[src/rtl/warp_alloc_pkg.sv]
// Shared types, widths and helpers for the warp allocation dispatcher.
package warp_alloc_pkg;

    localparam int unsigned NUM_HW_WARPS = 8;
    localparam int unsigned HW_ID_W      = 3;
    localparam int unsigned SW_WARP_W    = 8;
    localparam int unsigned NREQ_W       = 3;
    localparam int unsigned AVAIL_W      = 5;
    localparam int unsigned NEED_W       = 4;
    localparam int unsigned QDEPTH       = 4;
    localparam int unsigned TIMEOUT_CYC  = 64;

    typedef enum logic [1:0] {
        ST_IDLE  = 2'd0,
        ST_ISSUE = 2'd1,
        ST_WAIT  = 2'd2
    } state_t;

    typedef struct packed {
        logic [SW_WARP_W-1:0] sw;
        logic [NREQ_W-1:0]    nreq;
    } launch_entry_t;

    // The RAU hands out registers in pairs, so odd requests round up.
    function automatic logic [NEED_W-1:0] need_pairs(input logic [NREQ_W-1:0] nreq);
        return NEED_W'(nreq) + NEED_W'(nreq[0]);
    endfunction

endpackage

[src/rtl/launch_fifo.sv]
// Synchronous launch-request FIFO; no bypass, push and pop may share a cycle.
module launch_fifo #(
    parameter int unsigned DW    = 11,
    parameter int unsigned DEPTH = 4
) (
    input  logic          clk,
    input  logic          rst,
    input  logic          push_i,
    input  logic [DW-1:0] wr_data_i,
    input  logic          pop_i,
    output logic [DW-1:0] rd_data_o,
    output logic          full_o,
    output logic          empty_o
);

    localparam int unsigned AW = (DEPTH > 1) ? $clog2(DEPTH) : 1;
    localparam int unsigned CW = $clog2(DEPTH + 1);

    logic [DW-1:0] mem_q [DEPTH];
    logic [AW-1:0] wr_ptr_q, wr_ptr_d;
    logic [AW-1:0] rd_ptr_q, rd_ptr_d;
    logic [CW-1:0] count_q, count_d;
    logic          push_ok, pop_ok;

    assign full_o    = (count_q == CW'(DEPTH));
    assign empty_o   = (count_q == '0);
    assign push_ok   = push_i && !full_o;
    assign pop_ok    = pop_i && !empty_o;
    assign rd_data_o = mem_q[rd_ptr_q];

    always_comb begin
        wr_ptr_d = wr_ptr_q;
        rd_ptr_d = rd_ptr_q;
        count_d  = count_q;
        if (push_ok) wr_ptr_d = AW'(wr_ptr_q + 1'b1);
        if (pop_ok)  rd_ptr_d = AW'(rd_ptr_q + 1'b1);
        if (push_ok && !pop_ok)      count_d = CW'(count_q + 1'b1);
        else if (pop_ok && !push_ok) count_d = CW'(count_q - 1'b1);
    end

    always_ff @(posedge clk) begin
        if (rst) begin
            wr_ptr_q <= '0;
            rd_ptr_q <= '0;
            count_q  <= '0;
        end else begin
            wr_ptr_q <= wr_ptr_d;
            rd_ptr_q <= rd_ptr_d;
            count_q  <= count_d;
        end
    end

    // Storage needs no reset; occupancy is tracked by the pointers.
    always_ff @(posedge clk) begin
        if (push_ok) mem_q[wr_ptr_q] <= wr_data_i;
    end

endmodule

[src/rtl/warp_alloc_dispatch.sv]
// Binds queued warp launches to free HW slots and drives the RAU allocation handshake.
// Optional WAIT watchdog enabled by defining WARP_ALLOC_TIMEOUT_EN.
module warp_alloc_dispatch
    import warp_alloc_pkg::*;
(
    input  logic                    clk,
    input  logic                    rst,
    input  logic                    LaunchValid_SCH_TM,
    input  logic [SW_WARP_W-1:0]    LaunchSWWarp_SCH_TM,
    input  logic [NREQ_W-1:0]       LaunchNreq_SCH_TM,
    output logic                    LaunchReady_TM_SCH,
    input  logic [AVAIL_W-1:0]      Available_RAU_TM,
    input  logic                    Req_Done_RAU_IB,
    input  logic                    ExitEN_IB_RAU,
    input  logic [HW_ID_W-1:0]      ExitWarpID_IB_RAU,
    output logic                    AlloEN_TM_RAU,
    output logic [NREQ_W-1:0]       Nreq_TM_RAU,
    output logic [HW_ID_W-1:0]      HWWarp_TM_RAU,
    output logic [SW_WARP_W-1:0]    SWWarp_TM_RAU,
    output logic [NUM_HW_WARPS-1:0] WarpActive_TM_IB,
    output logic                    LaunchDone_TM_IB,
    output logic [HW_ID_W-1:0]      LaunchDoneHW_TM_IB,
    output logic                    AllocErr_TM_IB
);

    state_t                  state_q, state_d;
    logic [NUM_HW_WARPS-1:0] active_q, active_d;
    logic [HW_ID_W-1:0]      hw_q, hw_d;
    logic [SW_WARP_W-1:0]    sw_q, sw_d;
    logic [NREQ_W-1:0]       nreq_q, nreq_d;
    logic                    blank_q, blank_d;
    logic                    done_q, done_d;
    logic [HW_ID_W-1:0]      done_hw_q, done_hw_d;

    launch_entry_t           push_data_c, head_c;
    logic                    fifo_full, fifo_empty;
    logic                    push_c, pop_c, launch_ok_c, alloen_c;
    logic                    free_any_c;
    logic [HW_ID_W-1:0]      free_hw_c;

`ifdef WARP_ALLOC_TIMEOUT_EN
    localparam int unsigned TMO_W = $clog2(TIMEOUT_CYC);
    logic [TMO_W-1:0] tmo_q, tmo_d;
    logic             err_q, err_d;
`endif

    assign push_data_c = '{sw: LaunchSWWarp_SCH_TM, nreq: LaunchNreq_SCH_TM};
    assign push_c      = LaunchValid_SCH_TM && LaunchReady_TM_SCH;

    launch_fifo #(
        .DW    ($bits(launch_entry_t)),
        .DEPTH (QDEPTH)
    ) u_launch_fifo (
        .clk       (clk),
        .rst       (rst),
        .push_i    (push_c),
        .wr_data_i (push_data_c),
        .pop_i     (pop_c),
        .rd_data_o (head_c),
        .full_o    (fifo_full),
        .empty_o   (fifo_empty)
    );

    // Lowest-index free slot, taken from the registered (pre-exit) bitmap.
    always_comb begin
        free_any_c = |(~active_q);
        free_hw_c  = '0;
        for (int i = NUM_HW_WARPS - 1; i >= 0; i--) begin
            if (!active_q[i]) free_hw_c = HW_ID_W'(i);
        end
    end

    assign launch_ok_c = !fifo_empty && free_any_c &&
                         (Available_RAU_TM >= AVAIL_W'(need_pairs(head_c.nreq)));
    assign pop_c       = (state_q == ST_IDLE) && launch_ok_c;
    // The RAU services exits first, so the strobe yields to ExitEN in the same cycle.
    assign alloen_c    = (state_q == ST_ISSUE) && !ExitEN_IB_RAU;

    always_comb begin
        state_d   = state_q;
        active_d  = active_q;
        hw_d      = hw_q;
        sw_d      = sw_q;
        nreq_d    = nreq_q;
        blank_d   = blank_q;
        done_d    = 1'b0;
        done_hw_d = done_hw_q;
`ifdef WARP_ALLOC_TIMEOUT_EN
        tmo_d     = tmo_q;
        err_d     = err_q;
`endif

        if (ExitEN_IB_RAU && active_q[ExitWarpID_IB_RAU]) begin
            active_d[ExitWarpID_IB_RAU] = 1'b0;
        end

        case (state_q)
            ST_IDLE: begin
                if (launch_ok_c) begin
                    state_d = ST_ISSUE;
                    hw_d    = free_hw_c;
                    sw_d    = head_c.sw;
                    nreq_d  = head_c.nreq;
                end
            end
            ST_ISSUE: begin
                if (alloen_c) begin
                    state_d        = ST_WAIT;
                    active_d[hw_q] = 1'b1;
                    blank_d        = 1'b1;
`ifdef WARP_ALLOC_TIMEOUT_EN
                    tmo_d          = '0;
`endif
                end
            end
            ST_WAIT: begin
                // Req_Done is ignored in the strobe cycle and the one after it.
                if (blank_q) begin
                    blank_d = 1'b0;
                end else if (Req_Done_RAU_IB) begin
                    state_d   = ST_IDLE;
                    done_d    = 1'b1;
                    done_hw_d = hw_q;
                end
`ifdef WARP_ALLOC_TIMEOUT_EN
                tmo_d = TMO_W'(tmo_q + 1'b1);
                if ((state_d == ST_WAIT) && (tmo_q == TMO_W'(TIMEOUT_CYC - 1))) begin
                    state_d        = ST_IDLE;
                    err_d          = 1'b1;
                    active_d[hw_q] = 1'b0;
                end
`endif
            end
            default: state_d = ST_IDLE;
        endcase
    end

    always_ff @(posedge clk) begin
        if (rst) begin
            state_q   <= ST_IDLE;
            active_q  <= '0;
            hw_q      <= '0;
            sw_q      <= '0;
            nreq_q    <= '0;
            blank_q   <= 1'b0;
            done_q    <= 1'b0;
            done_hw_q <= '0;
`ifdef WARP_ALLOC_TIMEOUT_EN
            tmo_q     <= '0;
            err_q     <= 1'b0;
`endif
        end else begin
            state_q   <= state_d;
            active_q  <= active_d;
            hw_q      <= hw_d;
            sw_q      <= sw_d;
            nreq_q    <= nreq_d;
            blank_q   <= blank_d;
            done_q    <= done_d;
            done_hw_q <= done_hw_d;
`ifdef WARP_ALLOC_TIMEOUT_EN
            tmo_q     <= tmo_d;
            err_q     <= err_d;
`endif
        end
    end

    assign LaunchReady_TM_SCH = !rst && !fifo_full;
    assign AlloEN_TM_RAU      = alloen_c;
    assign Nreq_TM_RAU        = nreq_q;
    assign HWWarp_TM_RAU      = hw_q;
    assign SWWarp_TM_RAU      = sw_q;
    assign WarpActive_TM_IB   = active_q;
    assign LaunchDone_TM_IB   = done_q;
    assign LaunchDoneHW_TM_IB = done_hw_q;
`ifdef WARP_ALLOC_TIMEOUT_EN
    assign AllocErr_TM_IB     = err_q;
`else
    assign AllocErr_TM_IB     = 1'b0;
`endif

endmodule

[config.mk]
export PLATFORM = sky130hd
export DESIGN_NAME = warp_alloc_dispatch
export DESIGN_NICKNAME = d
export VERILOG_FILES = /design/src/rtl/warp_alloc_pkg.sv /design/src/rtl/launch_fifo.sv /design/src/rtl/warp_alloc_dispatch.sv
export SDC_FILE = /design/constraint.sdc
export NUM_CORES = 1
export LEC_CHECK = 0
export CAP_MARGIN = 40
export CORE_UTILIZATION = 60
export CTS_BUF_LIST = sky130_fd_sc_hd__clkbuf_4 sky130_fd_sc_hd__clkbuf_8
export CTS_CLUSTER_SIZE = 8
export DETAILED_ROUTE_END_ITERATION = 10
export GPL_TIMING_DRIVEN = 0
export PLACE_DENSITY = 0.91
export SYNTH_ARGS = -nofsm -noshare
export SYNTH_HDL_FRONTEND = slang
export SYNTH_SLANG_ARGS = --single-unit
[constraint.sdc]
create_clock -name clk -period 11 [get_ports clk]
set_clock_uncertainty 0.15 [all_clocks]
set_input_delay 1.65 -clock clk [delete_from_list [all_inputs] [get_ports clk]]
set_output_delay 1.65 -clock clk [all_outputs]
set_load 0.02 [all_outputs]
==> impl_results.md, run 1 <==
* Seq cells post-synth at 82
* DR pass1 iterations at 5
* Area growth syn-to-layout at 22.9%
* H-tree depth at 3
* Worst Hold Slack at between 300 and 400 ps
* Ports at 53
* Via Count at ~2.5k
* Pre-CTS WS at 5350 ps
* Clk sinks at 82
* Yosys warns at 0
* Net Count, Synth at 299
* Final setup vio count at 0
* Final setup margin at roughly 5300 ps
* Levels on crit path at 5
* Tot Pwr at roughly 0.88 mW
* RSZ-0062 raised after global routing: false
* CTS Hold Bufs at 0
* Layout Nets at approximately 360
* N_diodes at 0
* Number of enable flip-flop cells after synthesis at 44
* CP endpoint: LaunchReady_TM_SCH
* Slew headroom at 0.562
* R2R Setup Slk at a little under 7000 ps
* Worst Path Buf+Inv at 4
* Start point of the worst hold path: blank_q
* Initial drt markers at between 200 and 250
* Total track usage at 0.269
* Reg-to-Reg End: u_launch_fifo.count_q[2]
* R2R cell count at 14
* Post-synth ARST share at 0
* Maximum clock frequency at approximately 180 MHz
* CP peak stage delay at 640 ps
* Core footprint at 5270 um2
* Required time worst endpoint at roughly 9000 ps
* Critical path class: input pin to primary output
* Clock transition at the registers of the reported paths at 80 ps
* Post-synth top area share at 0.391
* Run status: finished, final reports clean
* Part of the Yosys area used for sequential elements at 0.616
* Detail Route Antenna Nets at 0
* Post-route DRC violation count at 0
* Worst VDD drop at roughly 130 uV
* Slew Limit Fails at 0
* HPWL after detailed placement at roughly 5000 um
* Worst setup path startpoint: rst
* Final Instance Area at 4150 um2
* Fin. Hold Viols at 0
* WP data arrival at roughly 3900 ps
* Most area-consuming cells after synthesis: edfxtp_1, dfxtp_1, mux4_2
* Top cell family by delay on the critical path: buffers and inverters
* Pleak at about 1.4 nW
* Die Width at between 70 and 80 um
* Initial Util at 0.641
* Number of buffers added on ports at 49
* Average size of a mapped cell at between 10 and 15 um2
* Crit path max-delay cell type: clkdlybuf4s50_1
* Pin count of the biggest net entering global routing at 14
* Post-synth cell types at 42
* Period minus WS final at 5670 ps
* Post-cts resize count at 0
* Clock Latency Late Sink at 350 ps
* FP Rows at 26
* Max Root-Sink Buffers at 2
* Post-synthesis instance total at between 200 and 300
* GRT Residual Overflow at 0
* Post-CTS Setup Inserts at 0
* Gpl congestion at around 0.9
* CTS root buf: clkbuf_8
* CTS buffer count at 9
* Ys flop type: edfxtp_1
* Vias in the first global route at roughly 2.3k
* Power Dens Cells at approximately 210 nW/um2
* Final period util at 0.515
* Global-route wire length before repair at between 10000 and 15000 um
* CP most frequent cell: clkdlybuf4s50_1
* Routed len/inst at around 18 um
* Placed cell areas at 3960 um2
* Worst-Margin Slew at roughly 650 ps
* Initial antenna violation count at 0
* CP cell instances: clkdlybuf4s50_1, clkbuf_1, buf_1, a21oi_1, clkdlybuf4s50_1
* Layout cells sized above 1 at 0.106
* Die ar. at roughly 6000 um2
* Synthesized area at roughly 3400 um2
* Setup TNS at 0 ps
* Startpoint Class: input pin
* Synth area leader: edfxtp_1
* Die height at roughly 77 um
* Commonest non-fill, non-tap cell in the layout: clkdlybuf4s50_1
* Via density per instance at ~6.1
* Most frequent cells in the layout: clkdlybuf4s50_1, edfxtp_1, dfxtp_1
* CP endpoint kind: primary output
* Worst min-delay path class: flop to flop
* Max cap viols at 0
* WL final at roughly 7400 um
* CTS tree: done
* Fillers at 329
* Maximum fanout along the worst path at 10
[flip-flops by register name, indices dropped and copies added (netlist names), named ones only]
signal	count
SWWarp_TM_RAU	8
state_q	2
LaunchDone_TM_IB	1
LaunchDoneHW_TM_IB	3
u_launch_fifo.rd_ptr_q	2
blank_q	1
u_launch_fifo.mem_q	44
HWWarp_TM_RAU	3
u_launch_fifo.wr_ptr_q	2
u_launch_fifo.count_q	3
WarpActive_TM_IB	8
Nreq_TM_RAU	3
[layout make-up]
cell class                 instances  area (um2)  share of cell area
buffer                            14        61.3              0.0148
sequential                        82        2080               0.502
inverter                          11        41.3             0.00995
tap                               70        87.6              0.0211
timing repair buffer              49         490               0.118
multi-input combinational        158        1190               0.288
clock buffer                      11         139              0.0335
clock inverter                     5        55.1              0.0133
[power by group]
| group | switching (mW) | total (mW) | internal [mW] |
|---|---|---|---|
| Sequential | 0.0327 | 0.396 | 0.364 |
| Combinational | 0.149 | 0.272 | 0.123 |
| Clock | 0.104 | 0.213 | 0.109 |
[tightest hold or removal path: stages (launching register included)]
cell and delay, ps:
dfxtp_1 320, nand2b_1 70, a21oi_1 60
[kinds of logic (layout without fill, tap and decap cells)]
family	count (synthesis)	in the layout	share of synthesized area
adder cells (fa/ha/maj)	10	10	0.0393
AND/OR/NAND/NOR	68	68	0.0993
buffers and inverters	25	90	0.0304
AO/OA/AOI/OAI	60	60	0.118
multiplexers	15	15	0.0852
flip-flops	82	82	0.616
XOR/XNOR	4	4	0.0104
other	1	1	0.00111
[metal layers]
layer | part of all wire | vias up | GRT usage
met1 | 0.40 | 1205 | 0.322
met5 | 0 | - | 0
met2 | 0.52 | 129 | 0.460
met3 | 0.074 | 11 | 0.0738
met4 | 0.013 | 0 | 0.108
li1 | - | 1108 | -
[cells in the mapped netlist, types with 5 or more instances]
master / count
nand2_1: 10
and2_1: 5
nor2b_1: 7
dfxtp_1: 38
nor2_1: 20
edfxtp_1: 44
nand3_1: 13
a31oi_1: 6
clkbuf_1: 7
a21oi_1: 18
inv_1: 11
o21ai_0: 18
mux4_2: 11
ha_1: 9
[how the worst min path moves through the flow]
stage | cells past startpoint | endpoint
2_1_floorplan | 2 | blank_q
3_5_place_dp | 2 | SWWarp_TM_RAU[4]
3_3_place_gp | 2 | blank_q
5_1_grt | 2 | blank_q
4_1_cts | 2 | blank_q
6_report | 2 | blank_q
[metrics by stage]
step           utilization  std cells
2_1_floorplan            -        265
3_3_place_gp         0.751        384
3_5_place_dp         0.751        384
4_1_cts              0.788        400
5_1_grt              0.788        400
6_report             0.788        400
(Power assumes the default switching activity.)
==> inputs of run 2 (changes only) <==
--- a/config.mk
+++ b/config.mk
@@ -6,12 +6,12 @@
 export NUM_CORES = 1
 export LEC_CHECK = 0
 export CAP_MARGIN = 40
-export CORE_UTILIZATION = 60
+export CORE_UTILIZATION = 50
 export CTS_BUF_LIST = sky130_fd_sc_hd__clkbuf_4 sky130_fd_sc_hd__clkbuf_8
 export CTS_CLUSTER_SIZE = 8
 export DETAILED_ROUTE_END_ITERATION = 10
 export GPL_TIMING_DRIVEN = 0
-export PLACE_DENSITY = 0.91
+export PLACE_DENSITY = 0.81
 export SYNTH_ARGS = -nofsm -noshare
 export SYNTH_HDL_FRONTEND = slang
 export SYNTH_SLANG_ARGS = --single-unit
==> constraint.sdc (replaced) <==
create_clock -name clk -period 4.6 [get_ports clk]
set_clock_uncertainty 0.15 [all_clocks]
set_input_delay 0.69 -clock clk [delete_from_list [all_inputs] [get_ports clk]]
set_output_delay 0.69 -clock clk [all_outputs]
set_load 0.02 [all_outputs]
==> impl_results.md, run 2 (synthesis gave the netlist of run 1 again) <==
* Run status: complete, but fails checks
* Violated checks: DRC
* Slew Limit Fails at 0
* Post-CTS Setup Inserts at 0
* Via density per instance at around 5.7
* WL final at around 7000 um
* Initial antenna violation count at 0
* Register area at around 2100 um2
* Fillers at about 500
* Die Width at around 84 um
* Power Dens Cells at between 400 and 500 nW/um2
* Most frequent cells in the layout: clkdlybuf4s50_1, edfxtp_1, dfxtp_1
* Levels on crit path at 14
* Setup TNS at 0 ps
* Required time worst endpoint at 4720 ps
* Clock transition at the registers of the reported paths at about 90 ps
* CTS buffer count at 9
* CTS Hold Bufs at 0
* Final setup margin at between 400 and 500 ps
* Placed cell areas at ~4000 um2
* Critical path class: flop to flop
* FP Rows at 29
* Top cell family by delay on the critical path: adder cells
* RSZ-0062 raised after global routing: false
* Max cap viols at 0
* Commonest non-fill, non-tap cell in the layout: clkdlybuf4s50_1
* Detail Route Antenna Nets at 0
* R2R Setup Slk at 470 ps
* N_diodes at 0
* Pleak at around 1.4 nW
* Post-Place Cells at a little under 400
* Startpoint Class: flop
* Layout Nets at around 360
* Final setup vio count at 0
* Gpl congestion at between 0.8 and 0.9
* Worst-Margin Slew at approximately 700 ps
* CP endpoint kind: flop
* Final Instance Area at 4150 um2
* CP peak stage delay at 540 ps
* H-tree depth at 3
* Core footprint at around 6400 um2
* Final period util at 0.897
* HPWL after detailed placement at between 4000 and 5000 um
* Global-route wire length before repair at between 10000 and 15000 um
* Post-cts resize count at 0
* DR pass1 iterations at 7
* Layout cells sized above 1 at 0.109
* CTS tree: done
* Area growth syn-to-layout at 22.7%
* Final design utilization at 0.645
* Period minus WS final at slightly above 4000 ps
* Total track usage at 0.206
* Clk sinks at 82
* Pin count of the biggest net entering global routing at 16
* Routed len/inst at 17.2 um
* Initial Util at 0.526
* Max Root-Sink Buffers at 2
* Clock Latency Late Sink at 340 ps
* CP most frequent cell: ha_1
* Die height at between 80 and 90 um
* Maximum clock frequency at 242 MHz
* Slew headroom at 0.532
* Maximum fanout along the worst path at 10
* CP cell instances: clkbuf_1, mux4_2, ha_1, xnor2_1, ha_1, a211oi_1, a2111oi_4, nand2_2, ha_1, inv_1, fa_1, xor2_1, or3_1, a21oi_1
* Worst min-delay path class: flop to flop
* Tot Pwr at 2.06 mW
* Worst VDD drop at 293 uV
* Pre-CTS WS at 463 ps
* Vias in the first global route at between 2k and 2.5k
* GRT Residual Overflow at 0
* Top reg by flops: u_launch_fifo.mem_q
* Ports at 53
* Post-route DRC violation count at 12
* Number of buffers added on ports at between 40 and 50
* Worst Hold Slack at 336 ps
* R2R cell count at 14
* Largest register FFs at 44
* Reg-to-Reg End: u_launch_fifo.count_q[2]
* Die ar. at 7090 um2
* WP data arrival at 4250 ps
* Area of the multi-input gates at between 1000 and 1500 um2
* Worst Path Buf+Inv at 2
* CTS root buf: clkbuf_8
* Crit path max-delay cell type: clkbuf_1
* Non-filler cells, final at ~410
* CP endpoint: u_launch_fifo.count_q[2]
* Via Count at approximately 2.3k
* Fin. Hold Viols at 0
* Initial drt markers at around 150
run 2: changes by cell type in the layout (fill, tap and decap cells not counted), sizes merged:
cell	before	now
inv	11	14
clkinvlp	1	3
clkbuf	19	18
clkinv	3	0
bufinv	1	0
run 2: layout make-up:
class | instances | share of cell area
plain buffers | 14 | 0.0148
inverters | 11 | 0.00996
repair buffers | 49 | 0.118
clock buffers | 10 | 0.0317
multi-input cells | 158 | 0.288
well taps | 77 | 0.0232
flip-flops and latches | 82 | 0.502
clock inverters | 6 | 0.0118
run 2: how the worst min path moves through the flow:
stage	startpoint	end	slack, ps	cells past startpoint
final	SWWarp_TM_RAU[5]	SWWarp_TM_RAU[5]	340	2
after global routing	SWWarp_TM_RAU[5]	SWWarp_TM_RAU[5]	360	2
after CTS	SWWarp_TM_RAU[5]	SWWarp_TM_RAU[5]	330	2
after detailed placement	SWWarp_TM_RAU[5]	SWWarp_TM_RAU[5]	320	2
after global placement	blank_q	blank_q	320	2
after floorplan	blank_q	blank_q	310	2
run 2: layer usage:
| layer | part of all wire | track usage |
|---|---|---|
| met1 | 0.42 | 0.268 |
| met2 | 0.51 | 0.352 |
| met3 | 0.056 | 0.0315 |
| met4 | 0.011 | 0.0815 |
| met5 | 0 | 0 |
run 2: report_power, final:
group          total (mW)  switching (mW)  internal (mW)  leakage (nW)
Combinational       0.642           0.346          0.296         0.592
Sequential          0.946          0.0764          0.869         0.709
Clock               0.473           0.265          0.208        0.0833
run 2: worst register-to-register path: stages, from the launching register on:
cell and delay [ps]:
dfxtp_1 360, clkbuf_1 540, mux4_2 450, ha_1 230
xnor2_1 130, ha_1 180, a211oi_1 430, a2111oi_4 200
nand2_2 170, ha_1 200, inv_1 60, fa_1 370
xor2_1 160, or3_1 320, a21oi_1 140
